**src/rtl/di_mem_terminal_pkg.sv**
```systemverilog
// Shared types and constants for the di memory terminal.
// State encoding, status bit positions and read fill words.
package di_mem_terminal_pkg;

    typedef enum logic [1:0] {
        IDLE     = 2'd0,
        RD_WAIT  = 2'd1,
        RD_VALID = 2'd2,
        WR_WAIT  = 2'd3
    } state_t;

    localparam int ST_RANGE   = 0;
    localparam int ST_TIMEOUT = 1;

    localparam logic [15:0] FILL_RANGE   = 16'hDEAD;
    localparam logic [15:0] FILL_TIMEOUT = 16'hBAD0;

    function automatic logic addr_in_range(input logic [31:0] addr,
                                           input int aw);
        return (addr >> aw) == 32'd0;
    endfunction

endpackage

```
**src/rtl/di_timeout_counter.sv**
```systemverilog
// Saturating 8-bit wait counter; expired flags the cycle in which
// the count would reach TIMEOUT so the request can be dropped on that edge.
module di_timeout_counter #(
    parameter int TIMEOUT = 255
) (
    input  logic ifclk,
    input  logic resetb,
    input  logic clear,
    input  logic enable,
    output logic expired
);

    logic [7:0] cnt;

    always_ff @(posedge ifclk or negedge resetb) begin
        if (!resetb) begin
            cnt <= '0;
        end else if (clear) begin
            cnt <= '0;
        end else if (enable && cnt != 8'hFF) begin
            cnt <= cnt + 8'd1;
        end
    end

    assign expired = enable && (({1'b0, cnt} + 9'd1) >= 9'(TIMEOUT));

endmodule

```
**src/rtl/di_mem_terminal.sv**
```systemverilog
// di bus responder bridging selected read/write transfers onto a
// req/ack word memory, with sticky range and timeout status.
module di_mem_terminal
    import di_mem_terminal_pkg::*;
#(
    parameter logic [15:0] TERM_ADDR  = 16'h0010,
    parameter int          ADDR_WIDTH = 12,
    parameter int          TIMEOUT    = 255
) (
    input  logic                  ifclk,
    input  logic                  resetb,
    input  logic [15:0]           di_term_addr,
    input  logic [31:0]           di_reg_addr,
    input  logic [31:0]           di_len,
    input  logic                  di_read_mode,
    input  logic                  di_read_req,
    input  logic                  di_read,
    input  logic                  di_write_mode,
    input  logic                  di_write,
    input  logic [15:0]           di_reg_datai,
    output logic [15:0]           di_reg_datao,
    output logic                  di_read_rdy,
    output logic                  di_write_rdy,
    output logic [15:0]           di_transfer_status,
    output logic                  mem_req,
    output logic                  mem_we,
    output logic [ADDR_WIDTH-1:0] mem_addr,
    output logic [15:0]           mem_wdata,
    input  logic [15:0]           mem_rdata,
    input  logic                  mem_ack
);

    state_t      state;
    logic        mode_q;
    logic        mode_rise;
    logic        sel;
    logic        in_rng;
    logic        rd_go;
    logic        wr_go;
    logic        wr_clash;
    logic        mem_go;
    logic        waiting;
    logic        expired;
    logic [15:0] st_set;
    logic        unused_ok;

    assign sel       = di_term_addr == TERM_ADDR;
    assign in_rng    = addr_in_range(di_reg_addr, ADDR_WIDTH);
    assign waiting   = state == RD_WAIT || state == WR_WAIT;
    assign rd_go     = sel && di_read_req
                       && (state == IDLE || state == RD_VALID);
    assign wr_go     = sel && di_write && !di_read_req && state == IDLE;
    assign wr_clash  = sel && di_write && di_read_req && state == IDLE;
    assign mem_go    = (rd_go || wr_go) && in_rng;
    assign mode_rise = (di_read_mode || di_write_mode) && !mode_q;
    assign unused_ok = ^di_len;

    // Held low while reset is asserted so every non-write-ready output reads 0.
    assign di_read_rdy  = resetb && (state == IDLE || state == RD_VALID)
                          && !(sel && di_read_req);
    assign di_write_rdy = state == IDLE && !(sel && di_write);

    always_comb begin
        st_set             = '0;
        st_set[ST_RANGE]   = ((rd_go || wr_go) && !in_rng) || wr_clash;
        st_set[ST_TIMEOUT] = waiting && !mem_ack && expired;
    end

    di_timeout_counter #(
        .TIMEOUT(TIMEOUT)
    ) u_tmo (
        .ifclk  (ifclk),
        .resetb (resetb),
        .clear  (mem_go),
        .enable (waiting),
        .expired(expired)
    );

    always_ff @(posedge ifclk or negedge resetb) begin
        if (!resetb) begin
            state              <= IDLE;
            mode_q             <= 1'b0;
            mem_req            <= 1'b0;
            mem_we             <= 1'b0;
            mem_addr           <= '0;
            mem_wdata          <= '0;
            di_reg_datao       <= '0;
            di_transfer_status <= '0;
        end else begin
            mode_q             <= di_read_mode || di_write_mode;
            di_transfer_status <= (mode_rise ? 16'h0000 : di_transfer_status)
                                  | st_set;
            unique case (state)
                IDLE, RD_VALID: begin
                    if (rd_go) begin
                        if (in_rng) begin
                            mem_req  <= 1'b1;
                            mem_we   <= 1'b0;
                            mem_addr <= di_reg_addr[ADDR_WIDTH-1:0];
                            state    <= RD_WAIT;
                        end else begin
                            di_reg_datao <= FILL_RANGE;
                            state        <= RD_VALID;
                        end
                    end else if (wr_go) begin
                        if (in_rng) begin
                            mem_req   <= 1'b1;
                            mem_we    <= 1'b1;
                            mem_addr  <= di_reg_addr[ADDR_WIDTH-1:0];
                            mem_wdata <= di_reg_datai;
                            state     <= WR_WAIT;
                        end
                    end else if (state == RD_VALID && sel && di_read) begin
                        state <= IDLE;
                    end
                end
                RD_WAIT: begin
                    if (mem_ack) begin
                        di_reg_datao <= mem_rdata;
                        mem_req      <= 1'b0;
                        state        <= RD_VALID;
                    end else if (expired) begin
                        di_reg_datao <= FILL_TIMEOUT;
                        mem_req      <= 1'b0;
                        state        <= RD_VALID;
                    end
                end
                WR_WAIT: begin
                    if (mem_ack || expired) begin
                        mem_req <= 1'b0;
                        state   <= IDLE;
                    end
                end
                default: state <= IDLE;
            endcase
        end
    end

endmodule

```
**config.mk**
```make
export PLATFORM = sky130hd
export DESIGN_NAME = di_mem_terminal
export DESIGN_NICKNAME = d
export VERILOG_FILES = /design/src/rtl/di_mem_terminal_pkg.sv /design/src/rtl/di_timeout_counter.sv /design/src/rtl/di_mem_terminal.sv
export SDC_FILE = /design/constraint.sdc
export NUM_CORES = 1
export LEC_CHECK = 0
export ABC_AREA = 1
export BUFFER_PORTS_ARGS = -buffer_cell sky130_fd_sc_hd__buf_2
export CAP_MARGIN = 30
export CORE_MARGIN = 3
export CORE_UTILIZATION = 40
export DETAILED_ROUTE_END_ITERATION = 8
export PLACE_DENSITY = 0.75
export SYNTH_ARGS = -nofsm -noshare
export SYNTH_HDL_FRONTEND = slang
export SYNTH_SLANG_ARGS = --single-unit
export TNS_END_PERCENT = 10
```
**constraint.sdc**
```tcl
create_clock -name ifclk -period 3.5 [get_ports ifclk]
set_clock_uncertainty 0.1 [all_clocks]
set_input_delay 0.7 -clock ifclk [delete_from_list [all_inputs] [get_ports ifclk]]
set_output_delay 0.7 -clock ifclk [all_outputs]
set_load 0.02 [all_outputs]
```
==> results of run 1 <==
-- registers in the layout, summed over array words and instances, names as in the netlist --
register / count
di_reg_datao: 16
mem_wdata: 16
mem_addr: 12
u_tmo.cnt: 8
di_transfer_status: 2
state: 2
mem_req: 1
mem_we: 1
mode_q: 1
-- Yosys cell counts, drive strengths merged --
master	n
o21bai	1
nand4	11
conb	1
ha	2
o211ai	3
a21oi	1
nand3	52
buf	24
inv	37
nor4	1
nor2	41
nand2	164
dfrtp	59
or2	1
nor3	1
o21ai	10
clkbuf	2
-- logic make-up after synthesis --
family                     count (synthesis)  synth area share
other                                      1           0.00122
DFF                                       59             0.479
adders and majority gates                  2           0.00811
AOI/OAI and AO/OA                         15            0.0276
buffers and inverters                     63             0.102
and+or+nand+nor                          271             0.383
-- power by group through the flow --
stage	Clock, W	Sequential (W)	Combinational (W)
finish	0.000692	0.000684	0.000103
global route	0.000745	0.000684	0.000115
CTS	0.000717	0.000684	0.000104
detailed placement	0	0.000697	0.000104
global placement	0	0.000697	0.000101
floorplan	0	0.000699	0.0000449
-- metrics by stage --
stage	util	hold WS, ns	setup WS, ns	power (W)	instances
floorplan	-	0.304	1.34	0.000744	424
global placement	0.513	0.349	0.876	0.000799	636
detailed placement	0.513	0.353	0.867	0.000801	636
CTS	0.544	0.372	1.03	0.00150	652
global route	0.544	0.386	0.868	0.00154	652
finish	0.544	0.365	1.03	0.00148	652
-- worst register-to-register path: stages (launching register included) --
cell and delay, ns:
dfrtp_1 0.47, inv_1 0.19, nor2_4 0.37, inv_1 0.17, nand2_1 0.40, nand2_4 0.22, nand2_1 0.12, nand2_1 0.05
-- layout make-up --
type                       instances  area, um2
multi-input combinational        302       1340
tap                               99        124
clock inverter                     7        100
sequential                        59       1480
timing repair buffer             139        701
fill                             712       3360
inverter                          37        139
clock buffer                       9        124
-- routing by layer --
layer / vias to the layer above / routed length (um) / global-route usage
li1: 1542 / - / -
met1: 1372 / 3310 / 0.221
met2: 106 / 3850 / 0.318
met3: 13 / 502 / 0.0345
met4: 0 / 131 / 0.0722
met5: - / 0 / 0
-- worst max path at each step --
stage,endpoint,start,depth (start not counted),slack (ns)
finish,di_write_rdy,di_term_addr[15],8,1.03
global route,di_write_rdy,di_term_addr[15],8,0.87
CTS,di_write_rdy,di_term_addr[6],8,1.03
detailed placement,mem_req$_DFFE_PN0P_,di_reg_addr[27],10,0.87
global placement,mem_req$_DFFE_PN0P_,di_reg_addr[29],8,0.88
floorplan,di_write_rdy,di_term_addr[6],6,1.34
==> results by group, run 1 <==
Worst setup path
  • Critical path arrival: around 1.7 ns
  • Family with the most delay on the worst path: simple AND/OR/NAND/NOR gates
  • CP max-delay cell: nor2_1
  • FF-to-FF Start: state[0]$_DFFE_PN0P_
  • CP max stage delay: 0.18 ns
  • Worst Setup Path Type: primary input to output pin
  • Crit end category: output pin
  • Setup crit start kind: primary input
  • R2r worst-path depth: 7
  • Critical Path RT: around 2.7 ns
  • R2R Setup Slk: 1.33 ns
  • Critical register-to-register path endpoint: di_reg_datao[11]$_DFFE_PN0P_
  • Max FO, Critical Path: 4
  • CP cell instances: buf_2 > inv_1 > nand4_1 > nor2_1 > nand2_1 > o21ai_0 > inv_1 > buf_2
  • Buf+Inv Stages, Crit Path: 4

Floorplanning
  • Total die area: 0.00880 mm2
  • # IOs: 184
  • Die W: approximately 94 um
  • Std-Cell Rows: 31
  • Die Y: around 94 um
  • Starting Density: 0.419
  • Core area: 0.00737 mm2

Clock tree
  • H-Tree Level Count: 3
  • CTS root buffer: clkbuf_8
  • CTS Buf Count: 9
  • Hold_buf cts: 0
  • CTS Sinks: around 60
  • Clk_lat worst skew: about 0.33 ns
  • CTS tree: done
  • CTS resizes: 0
  • Worst-path clk slew: about 0.080 ns
  • Max Root-Sink Buffers: 2
  • Post-CTS Setup Inserts: 0

Routing
  • DR pass1 iterations: 4
  • DR DRC count: 0
  • Via/cell ratio: roughly 4.7
  • Total number of vias: about 3.0k
  • Avg WL per Cell: ~12 um
  • Antenna-violating nets left: 0
  • Final wirelength: 7.79 mm
  • Initial DRC Count: between 90 and 100

GRT
  • First-pass GRT wire length: between 10 and 15 mm
  • Gr ovfl total: 0
  • Antenna violations before repair: 0
  • Largest net degree at the start of global routing: 60
  • Global Route Usage Sum: 0.182
  • Vias in the first global route: between 2k and 3k

Power
  • Psw: approximately 0.00035 W
  • Reg power frac: 0.463
  • Logic pwr share: 0.069
  • Clock power frac: 0.468
  • Net Sw Frac: 0.235
  • PD cells: between 300 and 400 mW/mm2
  • Internal power: 0.00113 W
  • Worst VDD drop: around 0.19 mV
  • Static leakage: between 2 and 2.5 nW

STA
  • Slew @ Worst Pin: roughly 0.72 ns
  • Fin Setup TNS: 0 ns
  • Tcrit/Tclk final: 0.706
  • Worst slew margin: 0.517
  • Slew Limit Fails: 0
  • Fin crit period: about 2.5 ns
  • Final setup viols: 0
  • Fmax achieved: 0.404 GHz
  • RSZ-0062 raised after global routing: false
  • Count of final hold-check violations: 0

Finish
  • Final nets: 670
  • Area growth syn-to-layout: 29.9%
  • Layout cells sized above 1: 0.306
  • Most common cell after layout, fill and taps aside: nand2_1
  • Commonest non-fill, non-tap cells in the layout: nand2_1 (160), buf_2 (137), dfrtp_1 (59)
  • Ant diodes: 0
  • Design area: 0.00401 mm2

Yosys
  • Post-Syn Area: about 0.003 mm2
  • Syn Inst Count: roughly 410
  • Dominant cells by area after synthesis: dfrtp_1 (48%), nand2_1 (19%), nand3_1 (8.0%), nor2_1 (4.7%), inv_1 (4.1%)
  • Syn avg cell area: ~7.5 um2
  • Cell taking the most area after synthesis: dfrtp_1
  • Distinct cells, synth: 26
  • Seq/Total Area, Yosys: 0.479
  • Yosys reg bits: 59
  • Share of Yosys cell area claimed by the top area cell type: 0.479
  • Synth warn: 0

Run status
  • Outcome: finished, final reports clean

Placement
  • Post-DP HPWL: 5.92 mm
  • IO buf count: 137
  • Routability Congestion: about 0.8
  • Dpl cell area: roughly 0.0038 mm2

Min path
  • Worst hold path startpoint: di_reg_datao[5]$_DFFE_PN0P_
  • WHS Endpoint: di_reg_datao[5]$_DFFE_PN0P_
  • Hold Crit Class: flip-flop to flip-flop
  • Worst hold path stage count: 2

Run
  • Max Cap Viol: 0
(Power assumes the default switching activity.)
==> run 2: changes to the inputs <==
CORE_UTILIZATION = 39   (was 40)
PLACE_DENSITY = 0.76   (was 0.75)
clock period = 2 ns   (was 3.5 ns; I/O delays follow)
==> results by group, run 2 (synthesis results as in run 1) <==
STA
  • Fin crit period: slightly below 2 ns
  • Tcrit/Tclk final: 0.993
  • Count of final hold-check violations: 0
  • Final setup viols: 0
  • RSZ-0062 raised after global routing: true
  • Slew @ Worst Pin: ~0.73 ns
  • Slew Limit Fails: 0
  • Worst slew margin: 0.514
  • Fmax achieved: about 0.50 GHz
  • Fin Setup TNS: 0 ns

Clock tree
  • CTS root buffer: clkbuf_8
  • Worst-path clk slew: ~0.08 ns
  • CTS tree: done
  • CTS Buf Count: 9
  • H-Tree Level Count: 3
  • Max Root-Sink Buffers: 2
  • Clk_lat worst skew: roughly 0.33 ns
  • CTS Sinks: 59

Placement
  • Dpl cell area: between 0.003 and 0.004 mm2
  • IO buf count: ~140
  • Routability Congestion: 0.810
  • Post-DP HPWL: roughly 6 mm

Finish
  • Final nets: 686
  • Design area: ~0.0042 mm2
  • Layout cells sized above 1: 0.339
  • Ant diodes: 0
  • Biggest regs: di_reg_datao (16), mem_wdata (16), mem_addr (12)
  • Area growth syn-to-layout: 35.1%
  • Most common cell after layout, fill and taps aside: nand2_1
  • Commonest non-fill, non-tap cells in the layout: nand2_1 (158), buf_2 (137), dfrtp_1 (58)

Floorplanning
  • Starting Density: 0.414
  • # IOs: ~180
  • Core area: around 0.0074 mm2
  • Die W: between 90 and 100 um
  • Total die area: 0.00901 mm2
  • Std-Cell Rows: 31
  • Die Y: 94.9 um

Worst setup path
  • Setup crit end: di_reg_datao[10]$_DFFE_PN0P_
  • R2r worst-path depth: 14
  • Worst Setup Path Type: flip-flop to flip-flop
  • Crit end category: flip-flop
  • Critical path arrival: between 2 and 2.5 ns
  • Max FO, Critical Path: 8
  • Setup crit start kind: flip-flop
  • CP startpoint: u_tmo.cnt[0]$_DFFE_PN0P_
  • FF-to-FF Start: u_tmo.cnt[0]$_DFFE_PN0P_
  • Critical register-to-register path endpoint: di_reg_datao[10]$_DFFE_PN0P_
  • Critical Path RT: around 2.2 ns
  • R2R Setup Slk: 0.01 ns

Routing
  • Total number of vias: around 3.1k
  • Avg WL per Cell: approximately 12 um
  • DR DRC count: 0
  • DR pass1 iterations: 4
  • Via/cell ratio: around 4.7
  • Initial DRC Count: roughly 100
  • Antenna-violating nets left: 0
  • Final wirelength: approximately 8.0 mm

GRT
  • First-pass GRT wire length: around 13 mm
  • Antenna violations before repair: 0
  • Vias in the first global route: 2847
  • Gr ovfl total: 0
  • Global Route Usage Sum: 0.179
  • Largest net degree at the start of global routing: 60

Power
  • Worst VDD drop: between 0.3 and 0.4 mV
  • Static leakage: 2.47 nW
  • PD cells: 619 mW/mm2

Run status
  • Outcome: finished, final reports clean

Run
  • Max Cap Viol: 0

Min path
  • Hold Crit Class: primary input to flip-flop
-- run 2: changes by cell type in the layout (fill, tap and decap cells not counted), sizes merged --
cell,before,now
buf,139,154
clkinv,4,3
inv,38,39
nand2,164,165
-- run 2: metrics by stage --
| stage | hold WS (ns) | power [W] | worst slack, ns | cells | util |
|---|---|---|---|---|---|
| final | 0.155 | 0.00258 | 0.0144 | 668 | 0.559 |
| after global routing | 0.136 | 0.00269 | -0.195 | 668 | 0.559 |
| after CTS | 0.139 | 0.00262 | 0.00540 | 663 | 0.549 |
| after detailed placement | 0.355 | 0.00140 | 0.0233 | 647 | 0.519 |
| after global placement | 0.348 | 0.00140 | 0.0663 | 647 | 0.519 |
| after floorplan | 0.00441 | 0.00130 | 0.138 | 424 | - |
-- run 2: worst min path at each step --
stage          slack [ns]                           end  depth (start not counted)                    startpoint
3_3_place_gp         0.35      mem_wdata[7]$_DFFE_PN0P_                          2      mem_wdata[7]$_DFFE_PN0P_
4_1_cts              0.14       mem_addr[2]$_DFFE_PN0P_                          3                di_reg_addr[2]
6_report             0.15       mem_addr[2]$_DFFE_PN0P_                          3                di_reg_addr[2]
2_1_floorplan       0.004   di_reg_datao[0]$_DFFE_PN0P_                          0                        resetb
3_5_place_dp         0.35  di_reg_datao[10]$_DFFE_PN0P_                          2  di_reg_datao[10]$_DFFE_PN0P_
5_1_grt              0.14       mem_addr[2]$_DFFE_PN0P_                          3                di_reg_addr[2]
-- run 2: critical path, cell delays in order, from the launching register on --
cell and delay, ns:
dfrtp_1 0.42, inv_2 0.10, ha_4 0.20, nor2_1 0.11
nor2_1 0.06, nor2_1 0.08, nand3_1 0.10, nor2_1 0.12
nand2_1 0.06, nand2_1 0.07, nand2_2 0.08, nand3_4 0.14
buf_6 0.15, nand3_1 0.08, nand2_1 0.07
-- run 2: area by class of cell --
| class | instances | area (um2) |
|---|---|---|
| fillers | 735 | 3280 |
| well taps | 99 | 124 |
| flip-flops and latches | 59 | 1480 |
| inverters | 37 | 139 |
| repair buffers | 154 | 817 |
| multi-input cells | 303 | 1390 |
| clock buffers | 9 | 124 |
| clock inverters | 7 | 100 |
-- run 2: timing repair --
item,CTS,global route
hold buffers,0,0
resized for setup,0,10
endpoints found under the setup margin,0,23
endpoints found under the hold margin,0,0
buffers inserted,0,4
-- run 2: power by group --
group	switching, W	leakage, nW	total (W)	internal [W]
clock	0.000491	0.114	0.00120	0.000712
combinational	0.000105	1.63	0.000180	0.0000750
sequential	0.00000159	0.719	0.00120	0.00120
total	0.000597	2.47	0.00258	0.00198
-- run 2: per-layer routing --
metal | vias up | wire [um] | track usage
li1 | 1573 | - | -
met1 | 1423 | 3300 | 0.221
met2 | 108 | 3980 | 0.297
met3 | 11 | 610 | 0.0446
met4 | 0 | 132 | 0.0733
met5 | - | 0 | 0
